==> config.mk <==
export PLATFORM = sky130hd
export DESIGN_NAME = pred_resolve_queue
export DESIGN_NICKNAME = d
export VERILOG_FILES = /design/src/rtl/bp_pkg.sv /design/src/rtl/pred_fifo.sv /design/src/rtl/pred_resolve_queue.sv
export SDC_FILE = /design/constraint.sdc
export NUM_CORES = 1
export LEC_CHECK = 0
export BUFFER_PORTS_ARGS = -buffer_cell sky130_fd_sc_hd__buf_2
export CAP_MARGIN = 20
export CORE_ASPECT_RATIO = 1.25
export CORE_MARGIN = 2
export CORE_UTILIZATION = 62
export CTS_BUF_LIST = sky130_fd_sc_hd__clkbuf_8
export CTS_CLUSTER_DIAMETER = 150
export DETAILED_ROUTE_END_ITERATION = 10
export PLACE_DENSITY = 0.95
export SLEW_MARGIN = 20
export SYNTH_ARGS = -nofsm -noshare
export SYNTH_HDL_FRONTEND = slang
export SYNTH_SLANG_ARGS = --single-unit
==> constraint.sdc <==
create_clock -name clk -period 3.9 [get_ports clk]
set_input_delay 0.39 -clock clk [delete_from_list [all_inputs] [get_ports clk]]
set_output_delay 0.39 -clock clk [all_outputs]
set_load 0.03 [all_outputs]
==> src/rtl/bp_pkg.sv <==
`default_nettype none
// ============================================================================
//  Module      : bp_pkg
//  Description : Definitions shared by the branch predictor and the
//                prediction resolve queue. It holds the default table index
//                width, the in-flight prediction entry type and a
//                saturating increment helper for the statistic counters.
//  Revision    : 1.0  initial release
// ============================================================================
package bp_pkg;

  // Default predictor table address width.
  localparam int BP_ADDR_W = 3;

  // One in-flight prediction at the default table width.
  typedef struct packed {
    logic [BP_ADDR_W-1:0] addr;
    logic                 taken;
  } pred_entry_t;

  // Returns v+1, holding at 2^w-1. The counter is carried in 32 bits, so
  // w may be anything from 1 to 32.
  function automatic logic [31:0] sat_inc(input logic [31:0] v, input int w);
    logic [31:0] maxv;
    maxv = (w >= 32) ? 32'hFFFF_FFFF : ((32'd1 << w) - 32'd1);
    return (v >= maxv) ? maxv : (v + 32'd1);
  endfunction

endpackage
`default_nettype wire

==> src/rtl/pred_fifo.sv <==
`default_nettype none
// ============================================================================
//  Module      : pred_fifo
//  Description : Generic DEPTH-entry synchronous FIFO. The head word is
//                always visible on o_data. Occupancy, full and empty are
//                registered. A push is accepted only while not full, and a
//                pop only while not empty. A push into an empty FIFO is
//                never forwarded to a pop in the same cycle. i_flush empties
//                the FIFO and cancels any push or pop in that cycle.
//  Ports       : clk, rst (async, active-high)
//                i_push/i_pop/i_flush, i_data -> o_data (head)
//                o_occupancy, o_full, o_empty
//  Revision    : 1.0  initial release
// ============================================================================
module pred_fifo
  import bp_pkg::*;
#(
  parameter  int DEPTH = 4,
  parameter  int WIDTH = 4,
  localparam int PTR_W = $clog2(DEPTH),
  localparam int OCC_W = PTR_W + 1
) (
  input  logic             clk,
  input  logic             rst,
  input  logic             i_push,
  input  logic             i_pop,
  input  logic             i_flush,
  input  logic [WIDTH-1:0] i_data,
  output logic [WIDTH-1:0] o_data,
  output logic [OCC_W-1:0] o_occupancy,
  output logic             o_full,
  output logic             o_empty
);

  localparam logic [OCC_W-1:0] C_DEPTH = OCC_W'(DEPTH);

  logic [WIDTH-1:0] r_mem [DEPTH];
  logic [PTR_W-1:0] r_wr_ptr;
  logic [PTR_W-1:0] r_rd_ptr;
  logic [OCC_W-1:0] r_occ;
  logic             r_full;
  logic             r_empty;

  logic             w_do_push;
  logic             w_do_pop;
  logic [OCC_W-1:0] w_occ_next;

  assign w_do_push = i_push && !r_full  && !i_flush;
  assign w_do_pop  = i_pop  && !r_empty && !i_flush;

  always_comb begin
    w_occ_next = r_occ;
    if (w_do_push && !w_do_pop)
      w_occ_next = r_occ + OCC_W'(1);
    else if (!w_do_push && w_do_pop)
      w_occ_next = r_occ - OCC_W'(1);
  end

  // Pointers wrap naturally because DEPTH is a power of two.
  always_ff @(posedge clk or posedge rst) begin
    if (rst) begin
      r_wr_ptr <= '0;
      r_rd_ptr <= '0;
      r_occ    <= '0;
      r_full   <= 1'b0;
      r_empty  <= 1'b1;
    end else if (i_flush) begin
      r_wr_ptr <= '0;
      r_rd_ptr <= '0;
      r_occ    <= '0;
      r_full   <= 1'b0;
      r_empty  <= 1'b1;
    end else begin
      if (w_do_push) r_wr_ptr <= r_wr_ptr + PTR_W'(1);
      if (w_do_pop)  r_rd_ptr <= r_rd_ptr + PTR_W'(1);
      r_occ   <= w_occ_next;
      r_full  <= (w_occ_next == C_DEPTH);
      r_empty <= (w_occ_next == '0);
    end
  end

  // The storage needs no reset: the pointers alone decide which words are valid.
  always_ff @(posedge clk) begin
    if (w_do_push) r_mem[r_wr_ptr] <= i_data;
  end

  assign o_data      = r_mem[r_rd_ptr];
  assign o_occupancy = r_occ;
  assign o_full      = r_full;
  assign o_empty     = r_empty;

endmodule
`default_nettype wire

==> src/rtl/pred_resolve_queue.sv <==
`default_nettype none
// ============================================================================
//  Module      : pred_resolve_queue
//  Description : In-order queue of issued 1-bit predictions. When the oldest
//                branch resolves, its predicted direction is compared with
//                the actual direction, and a registered update/miss
//                write-back to the predictor table follows one cycle later.
//                Saturating hit and miss counters are kept, along with a
//                sticky orphan error for a resolution that arrives while
//                the queue is empty.
//  Ports       : clk, reset (async, active-high)
//                pred_valid/pred_ready/pred_addr/pred_taken  (issue side)
//                res_valid/res_taken                         (resolve side)
//                upd_valid/upd_addr/upd_taken/upd_miss       (write-back)
//                hit_count, miss_count, occupancy, empty, full, orphan_err
//                flush (only when PRED_FLUSH_EN is defined)
//  Options     : PRED_FLUSH_EN adds a synchronous squash input.
//  Revision    : 1.0  initial release
// ============================================================================
module pred_resolve_queue
  import bp_pkg::*;
#(
  parameter  int DEPTH  = 4,
  parameter  int ADDR_W = BP_ADDR_W,
  parameter  int CNT_W  = 16,
  localparam int OCC_W  = $clog2(DEPTH) + 1
) (
  input  logic              clk,
  input  logic              reset,
`ifdef PRED_FLUSH_EN
  input  logic              flush,
`endif
  input  logic              pred_valid,
  output logic              pred_ready,
  input  logic [ADDR_W-1:0] pred_addr,
  input  logic              pred_taken,
  input  logic              res_valid,
  input  logic              res_taken,
  output logic              upd_valid,
  output logic [ADDR_W-1:0] upd_addr,
  output logic              upd_taken,
  output logic              upd_miss,
  output logic [CNT_W-1:0]  hit_count,
  output logic [CNT_W-1:0]  miss_count,
  output logic [OCC_W-1:0]  occupancy,
  output logic              empty,
  output logic              full,
  output logic              orphan_err
);

  logic              w_flush;
  logic              w_pop;
  logic [ADDR_W:0]   w_head;    // {addr, taken}
  logic              w_miss;

  logic              r_upd_valid;
  logic [ADDR_W-1:0] r_upd_addr;
  logic              r_upd_taken;
  logic              r_upd_miss;
  logic [CNT_W-1:0]  r_hit_count;
  logic [CNT_W-1:0]  r_miss_count;
  logic              r_orphan_err;

`ifdef PRED_FLUSH_EN
  assign w_flush = flush;
`else
  assign w_flush = 1'b0;
`endif

  // A resolution is only honoured while the queue is non-empty.
  assign w_pop  = res_valid && !empty && !w_flush;
  assign w_miss = (w_head[0] != res_taken);

  pred_fifo #(
    .DEPTH (DEPTH),
    .WIDTH (ADDR_W + 1)
  ) u_fifo (
    .clk         (clk),
    .rst         (reset),
    .i_push      (pred_valid),
    .i_pop       (w_pop),
    .i_flush     (w_flush),
    .i_data      ({pred_addr, pred_taken}),
    .o_data      (w_head),
    .o_occupancy (occupancy),
    .o_full      (full),
    .o_empty     (empty)
  );

  always_ff @(posedge clk or posedge reset) begin
    if (reset) begin
      r_upd_valid  <= 1'b0;
      r_upd_addr   <= '0;
      r_upd_taken  <= 1'b0;
      r_upd_miss   <= 1'b0;
      r_hit_count  <= '0;
      r_miss_count <= '0;
      r_orphan_err <= 1'b0;
    end else begin
      r_upd_valid <= w_pop;
      if (w_pop) begin
        r_upd_addr  <= w_head[ADDR_W:1];
        r_upd_taken <= res_taken;
        r_upd_miss  <= w_miss;
        if (w_miss)
          r_miss_count <= CNT_W'(sat_inc(32'(r_miss_count), CNT_W));
        else
          r_hit_count  <= CNT_W'(sat_inc(32'(r_hit_count), CNT_W));
      end
      if (res_valid && empty)
        r_orphan_err <= 1'b1;
    end
  end

  assign pred_ready = !full;
  assign upd_valid  = r_upd_valid;
  assign upd_addr   = r_upd_addr;
  assign upd_taken  = r_upd_taken;
  assign upd_miss   = r_upd_miss;
  assign hit_count  = r_hit_count;
  assign miss_count = r_miss_count;
  assign orphan_err = r_orphan_err;

endmodule
`default_nettype wire

==> results of run 1 <==
worst max-delay path, cell delays in order, from the launching register on:
cell and delay (ns):
dfrtp_1 0.50, mux4_2 0.57, xnor2_2 0.16, nor2_2 0.48, and2_0 0.41, a41oi_1 0.17
sequential cells by signal (all words and copies together) (netlist names):
name / cells
u_fifo.r_wr_ptr: 2
miss_count: 16
hit_count: 16
u_fifo.o_occupancy: 3
upd_valid: 1
upd_taken: 1
orphan_err: 1
u_fifo.o_empty: 1
upd_addr: 3
u_fifo.r_mem: 16
u_fifo.r_rd_ptr: 2
upd_miss: 1
u_fifo.o_full: 1
routing by layer:
metal  wire, µm  vias to the layer above  global-route usage, %
met5          0                        -                      0
met4         87                        0                   9.58
met3        279                        7                   7.06
met2       2930                       67                   39.1
met1       2230                     1061                   27.0
li1           -                     1025                      -
worst max path at each step:
stage	startpoint	end	slack [ns]	depth (start not counted)
after floorplan	u_fifo.o_empty	hit_count[14]	1.83	7
after detailed placement	u_fifo.r_rd_ptr[0]	miss_count[5]	1.47	5
final	u_fifo.r_rd_ptr[0]	miss_count[5]	1.48	5
after CTS	u_fifo.r_rd_ptr[0]	miss_count[5]	1.46	5
after global placement	u_fifo.r_rd_ptr[0]	miss_count[12]	1.52	5
after global routing	u_fifo.r_rd_ptr[0]	miss_count[5]	1.27	5
layout by cell type, fill, tap and decap left out, types with 3 or more instances in the layout:
cell and count:
a21oi_1 10, a31oi_1 17, a41oi_1 3, and2_1 9, and3_1 13, and4_1 6, buf_2 53, clkbuf_8 11
clkinv_2 3, dfrtp_1 47, edfxtp_1 16, ha_1 8, inv_1 10, mux2_1 4, mux2_2 11, nand2_1 28
nand2b_1 4, nand3_1 9, nand4_1 8, nor2_1 11, o21ai_0 3, xnor2_1 5
where the power goes:
part / total, mW / switching [mW] / internal [mW] / leakage [nW]
Clock: 0.501 / 0.243 / 0.258 / 0.0977
Sequential: 1.03 / 0.169 / 0.858 / 0.755
Combinational: 0.842 / 0.541 / 0.301 / 0.768
Total: 2.37 / 0.953 / 1.42 / 1.62
final cells by class:
cell class                 count  area [µm²]  share of cell area (%)
clock buffer                  11         151                    4.43
timing repair buffer          53         265                    7.77
clock inverter                 5        25.0                   0.733
multi-input combinational    167        1180                    34.4
tap                           60        75.1                    2.20
inverter                      10        38.8                    1.14
sequential                    64        1680                    49.3
kinds of logic after synthesis:
group | after synthesis | share of synthesized area, %
simple gates | 96 | 17.3
flops | 64 | 56.8
compound gates | 37 | 7.69
buf+inv | 21 | 3.46
mux | 20 | 9.34
fa+ha+maj | 8 | 3.38
xor+xnor | 6 | 2.03
per-stage QoR:
stage | std cells | setup WS [ns] | area (µm²) | total power [mW]
after floorplan | 252 | 1.83 | 2960 | 1.67
after detailed placement | 354 | 1.47 | 3240 | 1.88
final | 370 | 1.48 | 3410 | 2.37
after CTS | 370 | 1.46 | 3410 | 2.40
after global routing | 370 | 1.27 | 3410 | 2.52
after global placement | 354 | 1.52 | 3240 | 1.84
==> impl_metrics.ini, run 1 <==
[synthesis]
synth.cell_area_um2 = 2960
synthTopCellsByCount = dfrtp_1, nand2_1, a31oi_1
synth.top_cell.area_share_pct = 39.7
mappedNetlistNets = 269
synth_edf_count = 16
synthCells = 252
average_footprint_of_a_synthesized_cell_um2 = 11.8
synthFlopType = dfrtp_1
yosysMostFrequentCell = dfrtp_1
synth.yosys.seq_area_share_pct = 56.8
largest_cells_by_area_after_synthesis = dfrtp_1, edfxtp_1, mux2_2, a31oi_1, nand2_1
post_synth_arst_share_pct = 75.0
yosys_register_bits = 64
synth_largest_area_cell = dfrtp_1
yosysUniqueCellTypes = 39
ys.warnings.count = 0

[clocking]
clkSinkCount = 64
cts_tree = built
clock_latency_on_the_worst_skew_pair_ns = 0.34
ctsHtreeMaxLevel = 3
cts_setup_buffers = 0
cts_root_buf = clkbuf_8
max-clock-path-buffers = 2
cts_made_buffers = 9
ctsResizeCount = 0
cts_hold_repair.buffers = 0
clk_pin_slew_worst_paths_ns = 0.07

[timing]
setup-tns-final_ns = 0
final-max-slew-violation-count = 0
worst_slew_margin_rel_pct = 46.2
timing.fmax_ghz = 0.413
final-setup-viol-count = 0
layout_worst_path_cycle_share_pct = 62.1
tightestPinTransition_ns = 0.806
fin_worst_hold_slack_ns = 0.176
finalWorstPathRequiredPeriod_ns = 2.42
hold_violations = 0
rsz_0062_raised_after_global_routing = false
timing.clock.skew_ns = 0.00661

[global_route]
grtUsageTotal_pct = 23.0
grt_overflow_total = 0
grt_start_max_net_pins = 49
number_of_antenna_violations_at_the_first_check_in_global_routing = 0
global_route_wire_length_before_repair_um = 9030
via_count_of_the_first_global_routing_pass = 1983

[critical_path]
reg2reg_from = u_fifo.r_rd_ptr[0]
criticalPathCategory = flop to flop
setup.reg_to_reg.worst_slack_ns = 1.48
cp-end-kind = flop
worstRegToRegCells = 5
critical_path_arrival_ns = 2.62
timing.critical_path.fanout_max = 18
worstSetupStartpointType = flop
reg2reg_to = miss_count[5]
cp.required_ns = 4.10

[placement]
numPortBuffers = 53
place.gp.congestion = 0.789
dp.final_hpwl_um = 3880

[drt]
drt_wl_total_um = 5530
vias_per_cell = 5.84
drt_pass1_iterations = 4
initial_detailed_routing_violation_count = 113
wl_per_cell_um = 14.9
via_count = 2160
drc = 0
detail-route-antenna-nets = 0

[layout]
area_delta_synth_final_pct = 15.3
layout.filler_cells = 320
fin_nets = 322
share_of_final_layout_standard_cells_stronger_than_drive_strength_1_pct = 27.4
insertedDiodeCount = 0
final_core_utilization_pct = 73.3

[floorplan]
die_height_um = 81.3
floorplan.initialDensity_pct = 63.6
number_of_placement_rows = 28
floorplan.die.width_um = 65.8
design.core.area_um2 = 4660
design.die.area_um2 = 5350
ioPinCount = 54

[hold_path]
timing.hold.worst.class = input port to async pin

[power_and_ir_drop]
total_power_density_per_cell_area_nw_per_um2 = 694
p_leak_nw = 1.62
irDropWorstVdd_v = 0.000502

[run_status]
outcome = finished clean

[flow_run]
maxCapViolCount = 0
Note: power is estimated with default switching activity, not from simulation.
==> inputs of run 2 (changes only) <==
--- a/config.mk
+++ b/config.mk
@@ -9,11 +9,11 @@
 export CAP_MARGIN = 20
 export CORE_ASPECT_RATIO = 1.25
 export CORE_MARGIN = 2
-export CORE_UTILIZATION = 62
+export CORE_UTILIZATION = 57
 export CTS_BUF_LIST = sky130_fd_sc_hd__clkbuf_8
 export CTS_CLUSTER_DIAMETER = 150
 export DETAILED_ROUTE_END_ITERATION = 10
-export PLACE_DENSITY = 0.95
+export PLACE_DENSITY = 0.9
 export SLEW_MARGIN = 20
 export SYNTH_ARGS = -nofsm -noshare
 export SYNTH_HDL_FRONTEND = slang
==> constraint.sdc (replaced) <==
create_clock -name clk -period 2.4 [get_ports clk]
set_input_delay 0.24 -clock clk [delete_from_list [all_inputs] [get_ports clk]]
set_output_delay 0.24 -clock clk [all_outputs]
set_load 0.03 [all_outputs]
==> run 2 against run 1 <==
  * Die area rose by 8.3%
  * Critical path depth rose by 1
  * Maximum frequency up 19%
  * Register-to-register slack worse by 1.1 ns
  * Setup slack lost 1.1 ns
  * Wire length shrank 0.16%
  * Critical path type unchanged
  * Largest cell class unchanged
  * Largest power group unchanged
==> impl_metrics.ini, run 2 (synthesis gave the netlist of run 1 again) <==
[clocking]
ctsHtreeMaxLevel = 3
cts_root_buf = clkbuf_8
clkSinkCount = 64
cts_setup_buffers = 0
cts_tree = built
clock_latency_on_the_worst_skew_pair_ns = 0.34
clk_pin_slew_worst_paths_ns = 0.06
max-clock-path-buffers = 2
cts_made_buffers = 9

[timing]
worst_slew_margin_rel_pct = 66.0
setup-tns-final_ns = 0
rsz_0062_raised_after_global_routing = false
hold_violations = 0
final-max-slew-violation-count = 0
timing.fmax_ghz = 0.492
finalWorstPathRequiredPeriod_ns = 2.03
timing.clock.skew_ns = 0.00973
tightestPinTransition_ns = 0.509
final-setup-viol-count = 0
layout_worst_path_cycle_share_pct = 84.8

[global_route]
via_count_of_the_first_global_routing_pass = 2015
grt_overflow_total = 0
grtUsageTotal_pct = 21.5
global_route_wire_length_before_repair_um = 9180
number_of_antenna_violations_at_the_first_check_in_global_routing = 0
grt_start_max_net_pins = 34

[critical_path]
worstRegToRegCells = 6
reg2reg_from = u_fifo.r_rd_ptr[0]
setup.reg_to_reg.worst_slack_ns = 0.37
critical_path_arrival_ns = 2.26
cp.required_ns = 2.62
reg2reg_to = miss_count[6]
timing.critical_path.fanout_max = 9
cp-end-kind = flop
worstSetupStartpointType = flop
criticalPathCategory = flop to flop

[drt]
drc = 0
met2_wirelength_um = 2870
dr_top_layer = met4
metal1_wirelength_um = 2310
wl_per_cell_um = 14.5
drt_pass1_iterations = 4
drt_wl_total_um = 5520
via_count = 2173
vias_per_cell = 5.70
detail_route_met3_wl_um = 281
detail-route-antenna-nets = 0
initial_detailed_routing_violation_count = 152

[placement]
place.gp.congestion = 0.833
numPortBuffers = 53
dp.final_hpwl_um = 3980
place.detailed.instances = 364
place_area_um2 = 3300

[floorplan]
number_of_placement_rows = 29
floorplan.die.width_um = 68.5
design.core.area_um2 = 5040
floorplan.initialDensity_pct = 58.7
die_height_um = 84.6
ioPinCount = 54
design.die.area_um2 = 5790

[power_and_ir_drop]
total_power_density_per_cell_area_nw_per_um2 = 1130
total_power_mw = 3.98
irDropWorstVdd_v = 0.000723
p_leak_nw = 1.68

[run_status]
outcome = finished clean

[hold_path]
timing.hold.worst.start = pred_addr[0]
timing.hold.worst_endpoint = u_fifo.r_mem[0][1]
worst_hold_path.num_cells = 1
timing.hold.worst.class = input port to flop

[layout]
area_delta_synth_final_pct = 18.5
final_cells = 381
fin_nets = 331
insertedDiodeCount = 0
final_cell_mix = buf_2, dfrtp_1, nand2_1
share_of_final_layout_standard_cells_stronger_than_drive_strength_1_pct = 29.2
finish.instance_area_um2 = 3510
final_common_cell = buf_2

[flow_run]
maxCapViolCount = 0
## run 2: how the worst max path moves through the flow
stage,from,end,cells past startpoint
finish,u_fifo.r_rd_ptr[0],miss_count[6],6
global route,u_fifo.r_rd_ptr[0],miss_count[5],5
CTS,u_fifo.r_rd_ptr[0],miss_count[6],6
detailed placement,u_fifo.r_rd_ptr[0],miss_count[6],6
global placement,u_fifo.r_rd_ptr[0],miss_count[6],6
floorplan,u_fifo.o_empty,hit_count[14],7
## run 2: metrics by stage
step / hold slack (ns) / setup WS (ns) / utilization, %
2_1_floorplan: 0.339 / 0.331 / -
4_1_cts: 0.101 / 0.369 / 69.6
6_report: 0.118 / 0.366 / 69.6
3_5_place_dp: 0.224 / 0.379 / 65.4
3_3_place_gp: 0.219 / 0.401 / 65.4
5_1_grt: 0.116 / 0.246 / 69.6
## run 2: what timing repair did
action	CTS	global route
hold buffers	1	0
resized for setup	0	0
endpoints found under the hold margin	15	0
## run 2: cell type report
| cell class | count | area, µm² |
|---|---|---|
| clock buffer | 11 | 151 |
| tap | 62 | 77.6 |
| fill | 375 | 1540 |
| timing repair buffer | 62 | 335 |
| multi-input combinational | 167 | 1180 |
| inverter | 10 | 37.5 |
| clock inverter | 5 | 47.5 |
| sequential | 64 | 1680 |
## run 2: report_power, final
group          internal [mW]  switching [mW]
combinational          0.523           0.900
sequential              1.39           0.248
clock                  0.525           0.387
total                   2.44            1.53
## run 2: worst max-delay path, stage by stage (launching register included)
cell and delay (ns):
dfrtp_1 0.36, mux4_2 0.53, xnor2_2 0.16, nor2_2 0.29, buf_4 0.20, nand4_1 0.10, mux2_2 0.28
## run 2: routing by layer
layer  GRT usage, %  vias to the layer above
met4           10.7                        0
li1               -                     1041
met2           34.0                       52
met5              0                        -
met3           5.90                        4
met1           26.4                     1076
